--- config.mk ---
export PLATFORM = sky130hd
export DESIGN_NAME = pipe_interlock_ctrl
export DESIGN_NICKNAME = d
export VERILOG_FILES = /design/src/rtl/pipe_interlock_ctrl.sv
export SDC_FILE = /design/constraint.sdc
export NUM_CORES = 1
export LEC_CHECK = 0
export CELL_PAD_IN_SITES_DETAIL_PLACEMENT = 0
export CELL_PAD_IN_SITES_GLOBAL_PLACEMENT = 1
export CORE_MARGIN = 5
export CORE_UTILIZATION = 35
export DETAILED_ROUTE_END_ITERATION = 7
export HOLD_SLACK_MARGIN = 0.12
export PLACE_DENSITY_LB_ADDON = 0.25
export SYNTH_ARGS = -nofsm -noshare
export SYNTH_HDL_FRONTEND = slang
export SYNTH_SLANG_ARGS = --single-unit
export TNS_END_PERCENT = 100
--- constraint.sdc ---
create_clock -name clk -period 3.2 [get_ports clk]
set_clock_uncertainty 0.2 [all_clocks]
set_input_delay 0.32 -clock clk [delete_from_list [all_inputs] [get_ports clk]]
set_output_delay 0.32 -clock clk [all_outputs]
set_load 0.1 [all_outputs]
--- src/rtl/pipe_interlock_ctrl.sv ---
// pipe_interlock_ctrl
// Hazard/interlock controller for the OF/EX pipeline register. It resolves
// load-use stalls, taken-branch flushes and multicycle mul/div occupancy of
// EX, and keeps saturating stall/flush performance counters.
// Control outputs are combinational from state, md_cnt and the inputs, so
// they act in the same cycle that a hazard is seen.

module pipe_interlock_ctrl #(
  parameter int MD_LATENCY = 4,   // EX cycles per mul/div/mod op, 2..16
  parameter int CNT_W      = 32   // performance counter width
) (
  input  logic             clk,
  input  logic             reset,
  input  logic             of_valid,
  input  logic [3:0]       of_rs1,
  input  logic             of_rs1_used,
  input  logic [3:0]       of_rs2,
  input  logic             of_rs2_used,
  input  logic             ex_valid,
  input  logic             ex_is_ld,
  input  logic             ex_wb_en,
  input  logic [3:0]       ex_rd,
  input  logic             ex_is_md,
  input  logic             ex_branch_taken,
  input  logic             cnt_clr,
  output logic             stall_pc,
  output logic             stall_if_of,
  output logic             bubble_of_ex,
  output logic             hold_of_ex,
  output logic             bubble_ex_ma,
  output logic             flush_if_of,
  output logic             md_busy,
  output logic             md_done,
  output logic [CNT_W-1:0] stall_cycles,
  output logic [CNT_W-1:0] flush_count
);

  typedef enum logic [0:0] {
    IDLE = 1'b0,
    BUSY = 1'b1
  } state_t;

  // The start cycle in IDLE is EX cycle 0, so BUSY counts down from
  // MD_LATENCY-2 and the md_cnt==0 cycle is the final one.
  localparam logic [3:0] MD_INIT = 4'(MD_LATENCY - 2);
  localparam logic [CNT_W-1:0] CNT_ONE = {{(CNT_W-1){1'b0}}, 1'b1};

  state_t           state_r;
  logic [3:0]       md_cnt_r;
  logic [CNT_W-1:0] stall_cnt_r;
  logic [CNT_W-1:0] flush_cnt_r;

  logic rs1_hit_s;
  logic rs2_hit_s;
  logic branch_s;
  logic md_start_s;
  logic load_use_s;

  logic stall_pc_s;
  logic stall_if_of_s;
  logic bubble_of_ex_s;
  logic hold_of_ex_s;
  logic bubble_ex_ma_s;
  logic flush_if_of_s;
  logic md_busy_s;
  logic md_done_s;

  // Hazard detection terms; ex_valid gates every EX-side hazard.
  always_comb begin
    rs1_hit_s  = of_rs1_used & (of_rs1 == ex_rd);
    rs2_hit_s  = of_rs2_used & (of_rs2 == ex_rd);
    branch_s   = ex_valid & ex_branch_taken;
    md_start_s = ex_valid & ex_is_md;
    load_use_s = ex_valid & ex_is_ld & ex_wb_en & of_valid & (rs1_hit_s | rs2_hit_s);
  end

  // Pipeline controls by state and priority; everything low while in reset.
  always_comb begin
    stall_pc_s     = 1'b0;
    stall_if_of_s  = 1'b0;
    bubble_of_ex_s = 1'b0;
    hold_of_ex_s   = 1'b0;
    bubble_ex_ma_s = 1'b0;
    flush_if_of_s  = 1'b0;
    md_busy_s      = 1'b0;
    md_done_s      = 1'b0;
    if (reset) begin
      md_busy_s = 1'b0;
    end else begin
      case (state_r)
        IDLE: begin
          if (branch_s) begin
            flush_if_of_s  = 1'b1;
            bubble_of_ex_s = 1'b1;
          end else if (md_start_s) begin
            stall_pc_s     = 1'b1;
            stall_if_of_s  = 1'b1;
            hold_of_ex_s   = 1'b1;
            bubble_ex_ma_s = 1'b1;
          end else if (load_use_s) begin
            stall_pc_s     = 1'b1;
            stall_if_of_s  = 1'b1;
            bubble_of_ex_s = 1'b1;
          end else begin
            stall_pc_s = 1'b0;
          end
        end
        BUSY: begin
          md_busy_s = 1'b1;
          if (md_cnt_r != 4'd0) begin
            stall_pc_s     = 1'b1;
            stall_if_of_s  = 1'b1;
            hold_of_ex_s   = 1'b1;
            bubble_ex_ma_s = 1'b1;
          end else begin
            md_done_s = 1'b1;
          end
        end
        default: begin
          md_busy_s = 1'b0;
        end
      endcase
    end
  end

  // Mul/div occupancy sequencer.
  always_ff @(posedge clk or posedge reset) begin
    if (reset) begin
      state_r  <= IDLE;
      md_cnt_r <= 4'd0;
    end else begin
      case (state_r)
        IDLE: begin
          if (!branch_s && md_start_s) begin
            md_cnt_r <= MD_INIT;
            state_r  <= BUSY;
          end
        end
        BUSY: begin
          if (md_cnt_r != 4'd0) begin
            md_cnt_r <= md_cnt_r - 4'd1;
          end else begin
            state_r <= IDLE;
          end
        end
        default: begin
          state_r  <= IDLE;
          md_cnt_r <= 4'd0;
        end
      endcase
    end
  end

  // Saturating performance counters; clear wins over increment.
  always_ff @(posedge clk or posedge reset) begin
    if (reset) begin
      stall_cnt_r <= {CNT_W{1'b0}};
      flush_cnt_r <= {CNT_W{1'b0}};
    end else if (cnt_clr) begin
      stall_cnt_r <= {CNT_W{1'b0}};
      flush_cnt_r <= {CNT_W{1'b0}};
    end else begin
      if (stall_pc_s && !(&stall_cnt_r)) begin
        stall_cnt_r <= stall_cnt_r + CNT_ONE;
      end
      if (flush_if_of_s && !(&flush_cnt_r)) begin
        flush_cnt_r <= flush_cnt_r + CNT_ONE;
      end
    end
  end

  assign stall_pc     = stall_pc_s;
  assign stall_if_of  = stall_if_of_s;
  assign bubble_of_ex = bubble_of_ex_s;
  assign hold_of_ex   = hold_of_ex_s;
  assign bubble_ex_ma = bubble_ex_ma_s;
  assign flush_if_of  = flush_if_of_s;
  assign md_busy      = md_busy_s;
  assign md_done      = md_done_s;
  assign stall_cycles = stall_cnt_r;
  assign flush_count  = flush_cnt_r;

endmodule
==> results of run 1 <==
[flip-flops by register name, summed over array words and instances (netlist names)]
| name | cells |
|---|---|
| md_cnt_r | 4 |
| stall_cycles | 32 |
| flush_count | 32 |
| state_r | 1 |
[layout make-up]
| type | instances | share of cell area |
|---|---|---|
| multi-input combinational | 344 | 0.412 |
| sequential | 69 | 0.320 |
| timing repair buffer | 108 | 0.173 |
| clock buffer | 14 | 0.0508 |
| tap | 143 | 0.0332 |
| inverter | 12 | 0.00928 |
| clock inverter | 1 | 0.000928 |
[stage by stage]
step	setup WS (ns)	hold WS, ns	TNS (ns)
after floorplan	0.0674	0.254	0
after global placement	0.0647	0.287	0
after detailed placement	-0.00305	0.285	-0.00305
after CTS	0.348	0.252	0
after global routing	0.198	0.283	0
final	0.382	0.253	0
[cell usage in the layout, fill, tap and decap left out, types with 13 or more instances in the layout]
cell / n
a21oi_1: 29
nor2b_1: 13
dfrtp_1: 69
o31ai_1: 18
nand3_1: 24
or4_1: 21
xnor2_1: 28
nor3_1: 13
nand2_1: 28
buf_4: 80
nor2_1: 45
nand4_1: 18
clkdlybuf4s50_1: 21
[cell families (layout without fill, tap and decap cells)]
family / Yosys count / count (layout) / synth area share
XOR/XNOR: 30 / 30 / 0.0643
flip-flops: 69 / 69 / 0.422
buffers and inverters: 39 / 135 / 0.0435
multiplexers: 13 / 13 / 0.0352
AO/OA/AOI/OAI: 76 / 76 / 0.117
AND/OR/NAND/NOR: 221 / 221 / 0.306
adder cells (fa/ha/maj): 4 / 4 / 0.0122
[metal layers]
metal	part of all wire	GRT usage	vias up
li1	-	-	1862
met1	0.45	0.214	1852
met2	0.50	0.261	88
met3	0.040	0.0293	11
met4	0.013	0.0609	0
met5	0	0	-
[how the worst min path moves through the flow]
stage	from	to	slack (ns)	cells after the start
6_report	reset	stall_cycles[25]	0.25	3
5_1_grt	reset	stall_cycles[19]	0.28	3
4_1_cts	reset	stall_cycles[25]	0.25	3
3_5_place_dp	md_cnt_r[0]	md_cnt_r[3]	0.28	1
3_3_place_gp	md_cnt_r[0]	md_cnt_r[3]	0.29	1
2_1_floorplan	md_cnt_r[0]	md_cnt_r[3]	0.25	1
[synthesized netlist by cell type, drive strengths merged (3+ instances only)]
master	instances	share of area
nand4	19	0.033
inv	11	0.010
mux2	11	0.030
nor2b	13	0.020
nor3b	3	0.0055
nor4	10	0.015
o31ai	18	0.033
nand2b	3	0.0046
and4	11	0.024
or4	21	0.039
a2111oi	3	0.0064
nand2	28	0.026
and2	3	0.0046
nand3	24	0.029
nor2	45	0.041
dfrtp	69	0.42
or3	9	0.014
o21ai	12	0.015
clkbuf	18	0.017
and3	7	0.011
or2	4	0.0067
nor3	15	0.018
ha	4	0.012
buf	9	0.016
xnor2	28	0.060
a21oi	30	0.037
[power breakdown]
part	total, W	internal, W	switching, W
Combinational	0.000676	0.000213	0.000463
Sequential	0.000959	0.000909	0.0000503
Clock	0.000953	0.000583	0.000369
Total	0.00259	0.00171	0.000882
[worst max-delay path, delay by kind of cell]
family                 cells  cell delay (ns)
buffers and inverters      2             0.75
and+or+nand+nor            4             1.20
AOI/OAI and AO/OA          2             0.58
==> results.yml, run 1 <==
cts:
  root_buffer: "clkbuf_16"
  clk_pin_slew_ns: 0.06
  postCtsHoldBufs: 0
  htreeDepth: 3
  clock_path_buffers: 2
  cts_sinks: 69
  cts_tree: "built"
  cts_resized: 0
  numCtsBuffers: 9
  clk_latency_ns: 0.33
  postCtsSetupBuffers: 0
sta:
  finalCritPeriodShare: 0.881
  worst_pin_slew_ns: 0.723
  finalSetupViolCount: 0
  rsz0062_at_grt: "no"
  final_hold_viol_count: 0
  slew_violations: 0
  max_freq_mhz: 355
  slew_headroom: 0.513
  min_period_ns: 2.82
final_layout:
  n_fill_cell: 1111
  fin_nets: 571
  post-route-util: 0.472
  multiInputGateArea_um2: 2220
  syn2layout_area_growth_pct: 32.0
  drive_above_1_share: 0.230
  finalNonFillerCells: 691
  stdcell_area_um2: 5400
  seq_area_um2: 1730
  diodes: 0
critical_path:
  ff2ff_path_depth: 7
  worst_ep_required_time_ns: 3.25
  worstReg2RegStart: "state_r"
  r2r_setup_slack_ns: 0.40
  critPathSlowestCell: "clkdlybuf4s50_1"
  worstSetupEndpoint: "flush_count[31]"
  crit_path_max_incr_delay_ns: 0.52
  cp-start-kind: "primary input"
  path_class: "primary input to flop"
  crit_path_end_kind: "flop"
  critPathMaxFanout: 13
  rr_endpoint: "flush_count[31]"
  cp_data_arrival_time_ns: 2.87
  cp_cell_sequence: "clkdlybuf4s50_1 -> nor4bb_1 -> buf_4 -> nand4_4 -> or2_4 -> a211o_1 -> or4_1 -> a21oi_1"
  startpoint: "ex_valid"
floorplan:
  die_h_um: 118
  dieArea_um2: 13900
  rows: 39
  core_area_um2: 11400
  die_x_um: 118
  start_util: 0.358
  pin_count: 95
place:
  dpl_cell_area_um2: 5120
  hpwlAfterDp_mm: 7.93
  dp_cells: 676
  gp_congestion: 0.760
  io_buffers: 94
pwr:
  finalPower_w: 0.00259
  ir_drop_mv: 0.304
  leakage_nw: 2.21
  power-per-cell-area_nw_per_um2: 480
synth:
  synthesis.nets: 479
  synthCells: 452
  syn_avg_cell_area_um2: 9.04
  ys_seq_area_frac: 0.422
  synth_area_um2: 4090
  synth-edff-count: 0
  yosys_warnings: 0
  ys.flop_type: "dfrtp_1"
  ys_seq_elements: 69
  yosysUniqueCellTypes: 50
  async_flop_share: 1.00
detailed_routing:
  vias: 3813
  wl_mm: 11.2
  drc_errors: 0
  vias_per_cell: 5.52
  drt_first_pass_iters: 4
  wl_per_cell_um: 16.2
  drtIter0Drc: 204
  ant_nets: 0
grt:
  grt_pass1_wl_mm: 18.8
  overflow: 0
  antenna_found_initial: 0
  grt_util_all_layers: 0.161
  grt_max_degree: 58
  first_global_vias: 3646
flow_run:
  drv_cap: 0
outcome:
  run_status: "completed"
min_path:
  hold_path_class: "primary input to async pin"
Note: power is estimated with default switching activity, not from simulation.
==> run 2: changes to the inputs <==
--- a/config.mk
+++ b/config.mk
@@ -10,6 +10,7 @@
 export CORE_MARGIN = 5
 export CORE_UTILIZATION = 35
 export DETAILED_ROUTE_END_ITERATION = 7
+export GPL_ROUTABILITY_DRIVEN = 1
 export HOLD_SLACK_MARGIN = 0.12
 export PLACE_DENSITY_LB_ADDON = 0.25
 export SYNTH_ARGS = -nofsm -noshare
==> results of run 2 <==
The final DEF is identical to that of run 1; final timing and power are the same.
